## config.mk

```make
export PLATFORM = sky130hd
export DESIGN_NAME = cfg_image_sequencer
export DESIGN_NICKNAME = d
export VERILOG_FILES = /design/src/rtl/cfg_image_sequencer.sv
export SDC_FILE = /design/constraint.sdc
export NUM_CORES = 1
export LEC_CHECK = 0
export BUFFER_PORTS_ARGS = -buffer_cell sky130_fd_sc_hd__buf_2
export CORE_MARGIN = 2
export CORE_UTILIZATION = 59
export DETAILED_ROUTE_END_ITERATION = 8
export PLACE_DENSITY_LB_ADDON = 0.1
export SYNTH_ARGS = -nofsm -noshare
export SYNTH_HDL_FRONTEND = slang
export SYNTH_SLANG_ARGS = --single-unit
```

## constraint.sdc

```tcl
create_clock -name clkin_max_100 -period 2.4 [get_ports clkin_max_100]
set_input_delay 0.12 -clock clkin_max_100 [delete_from_list [all_inputs] [get_ports clkin_max_100]]
set_output_delay 0.12 -clock clkin_max_100 [all_outputs]
set_load 0.02 [all_outputs]
```

## src/rtl/cfg_image_sequencer.sv

```systemverilog
`default_nettype none
// ============================================================================
//  Module      : cfg_image_sequencer
//  Description : Selects and loads FPGA configuration images through a PFL.
//                At power-up it waits for the factory image (CONF_DONE),
//                reads the stored boot index from flash and adopts it. A
//                falling edge on max_csn advances to the next user image
//                (wrapping to 1, never 0). The sequencer pulses nreconfigure
//                and nreset, then waits for CONF_DONE. On success a changed
//                index is written back to flash. On timeout it retries the
//                previous image, then falls back to the factory image.
//  Ports       : clkin_max_100    - sole clock, rising edge
//                sys_resetn       - asynchronous active-low reset
//                max_csn          - async reconfigure request (falling edge)
//                fpga_conf_done   - async FPGA CONF_DONE
//                fl_rd_req/_wr_req- active-low flash controller requests
//                rd_done/wr_done  - one-cycle completion pulses
//                rd_page          - stored boot index, valid with rd_done
//                wr_page          - index to store, stable while writing
//                pfl_flash_access - 1 = PFL owns flash
//                fpga_pgm         - image select to PFL
//                pfl_nreconfigure - active-low reconfigure to PFL
//                pfl_nreset       - active-low reset to PFL
//                busy/cfg_error/retry_cnt - status
//  Revision    : 1.0 - initial release
// ============================================================================
module cfg_image_sequencer #(
    parameter int          PAGE_W    = 2,
    parameter int          NUM_PAGES = 3,
    parameter logic [23:0] RCFG_CYC  = 24'hFFFFFF,
    parameter logic [23:0] RST_CYC   = 24'hFFFFFF,
    parameter logic [27:0] WAIT_CYC  = 28'hFFFFFFF,
    parameter int          MAX_RETRY = 2
) (
    input  logic              clkin_max_100,
    input  logic              sys_resetn,
    input  logic              max_csn,
    input  logic              fpga_conf_done,
    output logic              fl_rd_req,
    output logic              fl_wr_req,
    input  logic              rd_done,
    input  logic              wr_done,
    input  logic [PAGE_W-1:0] rd_page,
    output logic [PAGE_W-1:0] wr_page,
    output logic              pfl_flash_access,
    output logic [PAGE_W-1:0] fpga_pgm,
    output logic              pfl_nreconfigure,
    output logic              pfl_nreset,
    output logic              busy,
    output logic              cfg_error,
    output logic [3:0]        retry_cnt
);

    localparam logic [PAGE_W:0]   c_NUM_PAGES = (PAGE_W+1)'(NUM_PAGES);
    localparam logic [PAGE_W-1:0] c_LAST_PAGE = PAGE_W'(NUM_PAGES - 1);
    localparam logic [PAGE_W-1:0] c_PAGE_ONE  = PAGE_W'(1);
    localparam logic [PAGE_W-1:0] c_FACTORY   = '0;
    localparam logic [3:0]        c_MAX_RETRY = 4'(MAX_RETRY);
    localparam logic [27:0]       c_RCFG_END  = {4'd0, RCFG_CYC};
    localparam logic [27:0]       c_RST_END   = {4'd0, RST_CYC};

    typedef enum logic [3:0] {
        S_BOOT_WAIT = 4'd0,
        S_RD_BOOT   = 4'd1,
        S_IDLE      = 4'd2,
        S_SELECT    = 4'd3,
        S_RCFG      = 4'd4,
        S_RST       = 4'd5,
        S_WAIT_DONE = 4'd6,
        S_COMMIT    = 4'd7,
        S_FAIL      = 4'd8
    } state_t;

    state_t             r_state;
    state_t             w_state_next;

    logic               r_csn_meta;
    logic               r_csn_sync;
    logic               r_csn_prev;
    logic               r_cd_meta;
    logic               r_cd_sync;

    logic [27:0]        r_cnt;
    logic [PAGE_W-1:0]  r_fpga_pgm;
    logic [PAGE_W-1:0]  r_committed;
    logic [PAGE_W-1:0]  r_prev;
    logic [PAGE_W-1:0]  r_wr_page;
    logic [3:0]         r_retry_cnt;
    logic               r_cfg_error;

    logic               w_trigger;
    logic               w_commit_write;
    logic [PAGE_W-1:0]  w_next_page;
    logic [PAGE_W-1:0]  w_boot_page;
    logic               w_fl_rd_req;
    logic               w_fl_wr_req;
    logic               w_flash_access;
    logic               w_nreconfigure;
    logic               w_nreset;
    logic               w_busy;

    // Request line idles high, so its synchronizer resets high to avoid a
    // spurious falling edge right after reset.
    always_ff @(posedge clkin_max_100 or negedge sys_resetn) begin
        if (!sys_resetn) begin
            r_csn_meta <= 1'b1;
            r_csn_sync <= 1'b1;
            r_csn_prev <= 1'b1;
            r_cd_meta  <= 1'b0;
            r_cd_sync  <= 1'b0;
        end else begin
            r_csn_meta <= max_csn;
            r_csn_sync <= r_csn_meta;
            r_csn_prev <= r_csn_sync;
            r_cd_meta  <= fpga_conf_done;
            r_cd_sync  <= r_cd_meta;
        end
    end

    assign w_trigger      = r_csn_prev & ~r_csn_sync;
    assign w_commit_write = (r_fpga_pgm != r_committed);
    assign w_next_page    = (r_fpga_pgm >= c_LAST_PAGE) ? c_PAGE_ONE : r_fpga_pgm + c_PAGE_ONE;
    // An out-of-range stored index is treated as the first user image.
    assign w_boot_page    = ({1'b0, rd_page} >= c_NUM_PAGES) ? c_PAGE_ONE : rd_page;

    always_ff @(posedge clkin_max_100 or negedge sys_resetn) begin
        if (!sys_resetn) begin
            r_state <= S_BOOT_WAIT;
        end else begin
            r_state <= w_state_next;
        end
    end

    always_comb begin
        w_state_next   = r_state;
        w_fl_rd_req    = 1'b1;
        w_fl_wr_req    = 1'b1;
        w_flash_access = 1'b1;
        w_nreconfigure = 1'b1;
        w_nreset       = 1'b1;
        w_busy         = 1'b1;
        case (r_state)
            S_BOOT_WAIT: begin
                if (r_cd_sync) w_state_next = S_RD_BOOT;
            end
            S_RD_BOOT: begin
                w_flash_access = 1'b0;
                w_fl_rd_req    = 1'b0;
                if (rd_done) w_state_next = S_IDLE;
            end
            S_IDLE: begin
                w_busy = 1'b0;
                if (w_trigger) w_state_next = S_SELECT;
            end
            S_SELECT: begin
                w_state_next = S_RCFG;
            end
            S_RCFG: begin
                w_nreconfigure = 1'b0;
                if (r_cnt == c_RCFG_END) w_state_next = S_RST;
            end
            S_RST: begin
                w_nreset = 1'b0;
                if (r_cnt == c_RST_END) w_state_next = S_WAIT_DONE;
            end
            S_WAIT_DONE: begin
                if (r_cd_sync) begin
                    w_state_next = S_COMMIT;
                end else if (r_cnt == WAIT_CYC) begin
                    w_state_next = S_FAIL;
                end
            end
            S_COMMIT: begin
                if (!w_commit_write) begin
                    w_state_next = S_IDLE;
                end else begin
                    w_flash_access = 1'b0;
                    w_fl_wr_req    = 1'b0;
                    if (wr_done) w_state_next = S_IDLE;
                end
            end
            S_FAIL: begin
                // A failed factory image has nowhere left to fall back to.
                if (r_retry_cnt < c_MAX_RETRY) begin
                    w_state_next = S_RCFG;
                end else if (r_fpga_pgm == c_FACTORY) begin
                    w_state_next = S_IDLE;
                end else begin
                    w_state_next = S_RCFG;
                end
            end
            default: begin
                w_state_next = S_BOOT_WAIT;
            end
        endcase
    end

    always_ff @(posedge clkin_max_100 or negedge sys_resetn) begin
        if (!sys_resetn) begin
            r_cnt       <= '0;
            r_fpga_pgm  <= '0;
            r_committed <= '0;
            r_prev      <= '0;
            r_wr_page   <= '0;
            r_retry_cnt <= '0;
            r_cfg_error <= 1'b0;
        end else begin
            if (w_state_next != r_state) begin
                r_cnt <= '0;
            end else if (r_state == S_RCFG || r_state == S_RST || r_state == S_WAIT_DONE) begin
                r_cnt <= r_cnt + 28'd1;
            end

            case (r_state)
                S_RD_BOOT: begin
                    if (rd_done) begin
                        r_committed <= w_boot_page;
                        r_fpga_pgm  <= w_boot_page;
                    end
                end
                S_SELECT: begin
                    r_prev      <= r_fpga_pgm;
                    r_fpga_pgm  <= w_next_page;
                    r_retry_cnt <= '0;
                end
                S_WAIT_DONE: begin
                    // Capture the index once so it is stable for the whole write.
                    if (r_cd_sync) r_wr_page <= r_fpga_pgm;
                end
                S_COMMIT: begin
                    if (!w_commit_write) begin
                        r_cfg_error <= 1'b0;
                    end else if (wr_done) begin
                        r_committed <= r_fpga_pgm;
                        r_cfg_error <= 1'b0;
                    end
                end
                S_FAIL: begin
                    if (r_retry_cnt != 4'd15) r_retry_cnt <= r_retry_cnt + 4'd1;
                    if (r_retry_cnt < c_MAX_RETRY) begin
                        r_fpga_pgm <= r_prev;
                    end else if (r_fpga_pgm == c_FACTORY) begin
                        r_cfg_error <= 1'b1;
                    end else begin
                        r_fpga_pgm  <= c_FACTORY;
                        r_cfg_error <= 1'b1;
                    end
                end
                default: begin
                end
            endcase
        end
    end

    assign fl_rd_req        = w_fl_rd_req;
    assign fl_wr_req        = w_fl_wr_req;
    assign pfl_flash_access = w_flash_access;
    assign pfl_nreconfigure = w_nreconfigure;
    assign pfl_nreset       = w_nreset;
    assign busy             = w_busy;
    assign wr_page          = r_wr_page;
    assign fpga_pgm         = r_fpga_pgm;
    assign cfg_error        = r_cfg_error;
    assign retry_cnt        = r_retry_cnt;

endmodule
`default_nettype wire

```

==> run_results.csv <==
group,metric,value,unit
routing,drt-total-wl,5.65,mm
placement,gp_congestion,0.880,
synth,syn_area,2760,um2
synth,yosysSeqAreaShare,45.5,%
sta,tightest_slew,625,ps
routing,num_vias,2290,
placement,hpwl,4.01,mm
synth,post_synth_num_cell_types,49,
critical_path,cp-end-kind,"register",
sta,fin_ws,224,ps
global_route,track_usage,23.9,%
global_route,grt-ovfl-total,0,
critical_path,arrival,2370,ps
layout,syn_to_final_growth,14.9,%
floorplanning,pin_count,23,
critical_path,cp_top_family,"simple AND/OR/NAND/NOR gates",
critical_path,start_kind,"register",
sta,hold_viol_final,0,
sta,finalSetupTns,0,ps
sta,period_needed,2180,ps
critical_path,path_max_fanout,11,
routing,postRouteAntennaNets,0,
critical_path,path_depth,5,
sta,grt_setup_unrepaired,"no",
run_status,outcome,"complete, no violations",
layout,utilization,71.7,%
layout,fill_cells,350,
clock_network,clockBufferDepth,2,
floorplanning,start_util,62.4,%
critical_path,rr_worst_depth,5,
layout,final_cells,379,
clock_network,clkSinkCount,50,
global_route,grt_pass1_wl,9.88,mm
power,power_leakage,1.29,nW
sta,finalSetupViolCount,0,
layout,nets,336,
placement,pre_cts_ws,160,ps
routing,wire_per_inst,14.9,um
sta,fmax,460,MHz
routing,drc,0,
critical_path,required,2590,ps
synth,ys.flop_type,"dfrtp_1",
sta,slew_violations,0,
placement,postPlaceCellArea,3020,um2
synth,synth-async-reset-ratio,100,%
floorplanning,die_area,5230,um2
placement,placement.io_buffers,22,
floorplanning,die-width,72.3,um
clock_network,htree_levels,2,
layout,design_area,3170,um2
clock_network,cts.clk_slew.worst_paths,100,ps
floorplanning,core_area,4410,um2
critical_path,worstSetupPathType,"reg2reg",
critical_path,cp_num_buf_inv,0,
clock_network,worstSkewPairLatency,310,ps
critical_path,cp_slowest_cell,"or4b_2",
global_route,grt_pass1_vias,2185,
sta,whs,151,ps
synth,yosys_warnings,0,
routing,drt_iter0_markers,122,
routing,viasPerCell,6.04,
global_route,grt_max_degree,51,
routing,drt-pass1-iter-count,4,
critical_path,cp_cell_sequence,"nand2b_1 -> or4b_2 -> nor4_1 -> xnor2_1 -> nor3_1",
power,power_density,967,nW/um2
sta,fin_skew,10.5,ps
floorplanning,core.rowCount,24,
sta,fin_crit_sh,90.7,%
synth,synth_cells,293,
hold_path,worstHoldPathType,"in2reg",
synth,synth_nets,303,
synth,synth_edf_count,0,
clock_network,cts_made_buffers,5,
critical_path,cpPeakStageDelay,810,ps
layout,antennaDiodeCount,0,
floorplanning,die_h,72.3,um
layout,final_layout_size_suffix_gt1_share,19.9,%
placement,dp.cells,368,
clock_network,cts_tree,"built",
hold_path,worstHoldPathCells,3,
synth,syn-mean-instance-area,9.40,um2
global_route,antenna_found_initial,0,
clock_network,cts.root.buffer_cell,"clkbuf_8",
power,power,3.06,mW
power,irDropWorstVdd,0.627,mV
synth,synth_seq_cells,50,
sta,slew_headroom,58.3,%
flow_run,drv_cap,0,
==> layout make-up <==
class	instances	area (um2)	area share (%)
Clock buffer	5	68.8	2.17
Clock inverter	3	47.5	1.50
Inverter	9	33.8	1.07
Multi-Input combinational cell	218	1400	44.3
Sequential cell	50	1250	39.6
Tap cell	52	65.1	2.06
Timing Repair Buffer	42	293	9.25
==> sequential cells by signal, summed over array words and instances (netlist names) <==
name	flops
retry_cnt	4
r_csn_meta	1
cfg_error	1
wr_page	2
r_csn_prev	1
r_csn_sync	1
r_cd_sync	1
r_state	4
fpga_pgm	2
r_prev	2
r_cnt	28
r_committed	2
r_cd_meta	1
==> synthesized netlist by cell type, types with 2 or more instances <==
| master | count | area, um2 |
|---|---|---|
| a211oi_1 | 5 | 37.5 |
| nor2_1 | 15 | 56.3 |
| clkbuf_1 | 9 | 33.8 |
| and4_1 | 2 | 17.5 |
| nor3_1 | 36 | 180 |
| a21oi_1 | 10 | 50.1 |
| nand4_1 | 12 | 75.1 |
| nand2b_1 | 3 | 18.8 |
| and4b_1 | 2 | 20.0 |
| nand3_1 | 9 | 45.0 |
| a31oi_1 | 2 | 12.5 |
| nor2b_1 | 5 | 31.3 |
| ha_1 | 2 | 25.0 |
| dfrtp_1 | 47 | 1180 |
| or4b_2 | 2 | 20.0 |
| or3_1 | 5 | 31.3 |
| and3_1 | 4 | 25.0 |
| dfstp_2 | 3 | 78.8 |
| or4_1 | 2 | 15.0 |
| xor2_1 | 10 | 87.6 |
| a32oi_1 | 4 | 35.0 |
| nor4_1 | 2 | 12.5 |
| mux2i_1 | 3 | 30.0 |
| mux2_2 | 4 | 45.0 |
| xnor2_1 | 17 | 149 |
| inv_1 | 9 | 33.8 |
| o211ai_1 | 3 | 22.5 |
| o21ai_0 | 10 | 50.1 |
| nand2_1 | 31 | 116 |
| a31o_2 | 2 | 17.5 |
| buf_2 | 5 | 25.0 |
==> power by group <==
part           internal, mW  switching (mW)  total (mW)
clock                 0.318           0.295       0.613
combinational         0.541           0.808        1.35
sequential            0.952           0.148        1.10
==> worst min-delay path: stages <==
cell,delay [ps]
buf_2,100
a21oi_1,60
o22a_1,150
==> worst paths after layout <==
| check | to | startpoint | slack (ps) |
|---|---|---|---|
| worst min-delay path | cfg_error | wr_done | 150 |
| max in group asynchronous | r_cnt[27] | sys_resetn | 1530 |
| worst max-delay path | r_cnt[14] | r_state[2] | 220 |
| worst max register to register | r_cnt[14] | r_state[2] | 220 |
| min in group asynchronous | r_state[0] | sys_resetn | 420 |
| worst min register to register | r_csn_sync | r_csn_meta | 360 |
==> cell usage in the layout (no fill, tap or decap), drive strengths merged, types with 3 or more instances in the layout <==
| cell | count |
|---|---|
| dfrtp | 47 |
| buf | 39 |
| nor3 | 36 |
| nand2 | 31 |
| xnor2 | 17 |
| nor2 | 15 |
| nand4 | 13 |
| a21oi | 11 |
| inv | 11 |
| xor2 | 10 |
| o21ai | 10 |
| nand3 | 9 |
| nor2b | 5 |
| a211oi | 5 |
| or3 | 5 |
| clkbuf | 5 |
| a32oi | 4 |
| and3 | 4 |
| mux2 | 4 |
| nand2b | 3 |
| o211ai | 3 |
| mux2i | 3 |
| dlygate4sd3 | 3 |
| dfstp | 3 |
| nor4 | 3 |
==> cells by family (layout without fill, tap and decap cells) <==
group           Yosys count  in the layout  synth area share, %
simple gates            135            135                 26.2
flops                    50             50                 45.5
compound gates           47             47                 12.4
xor+xnor                 27             27                 8.58
buf+inv                  25             59                 3.68
mux                       7              7                 2.72
fa+ha+maj                 2              2                0.908
==> layer usage <==
| metal | wire [um] | track usage [%] | up-vias |
|---|---|---|---|
| met3 | 221 | 4.58 | 7 |
| met1 | 2770 | 35.1 | 1100 |
| li1 | - | - | 1131 |
| met5 | 0 | 0 | - |
| met2 | 2610 | 36.5 | 52 |
| met4 | 49 | 6.08 | 0 |
==> repair_timing <==
action | CTS | global route
gates resized for setup | 0 | 1
hold endpoints to repair | 49 | 0
hold buffers | 3 | 0
setup endpoints to repair | 0 | 4
buffers inserted | 0 | 0
No activity file was read; power rests on OpenSTA's default activity.
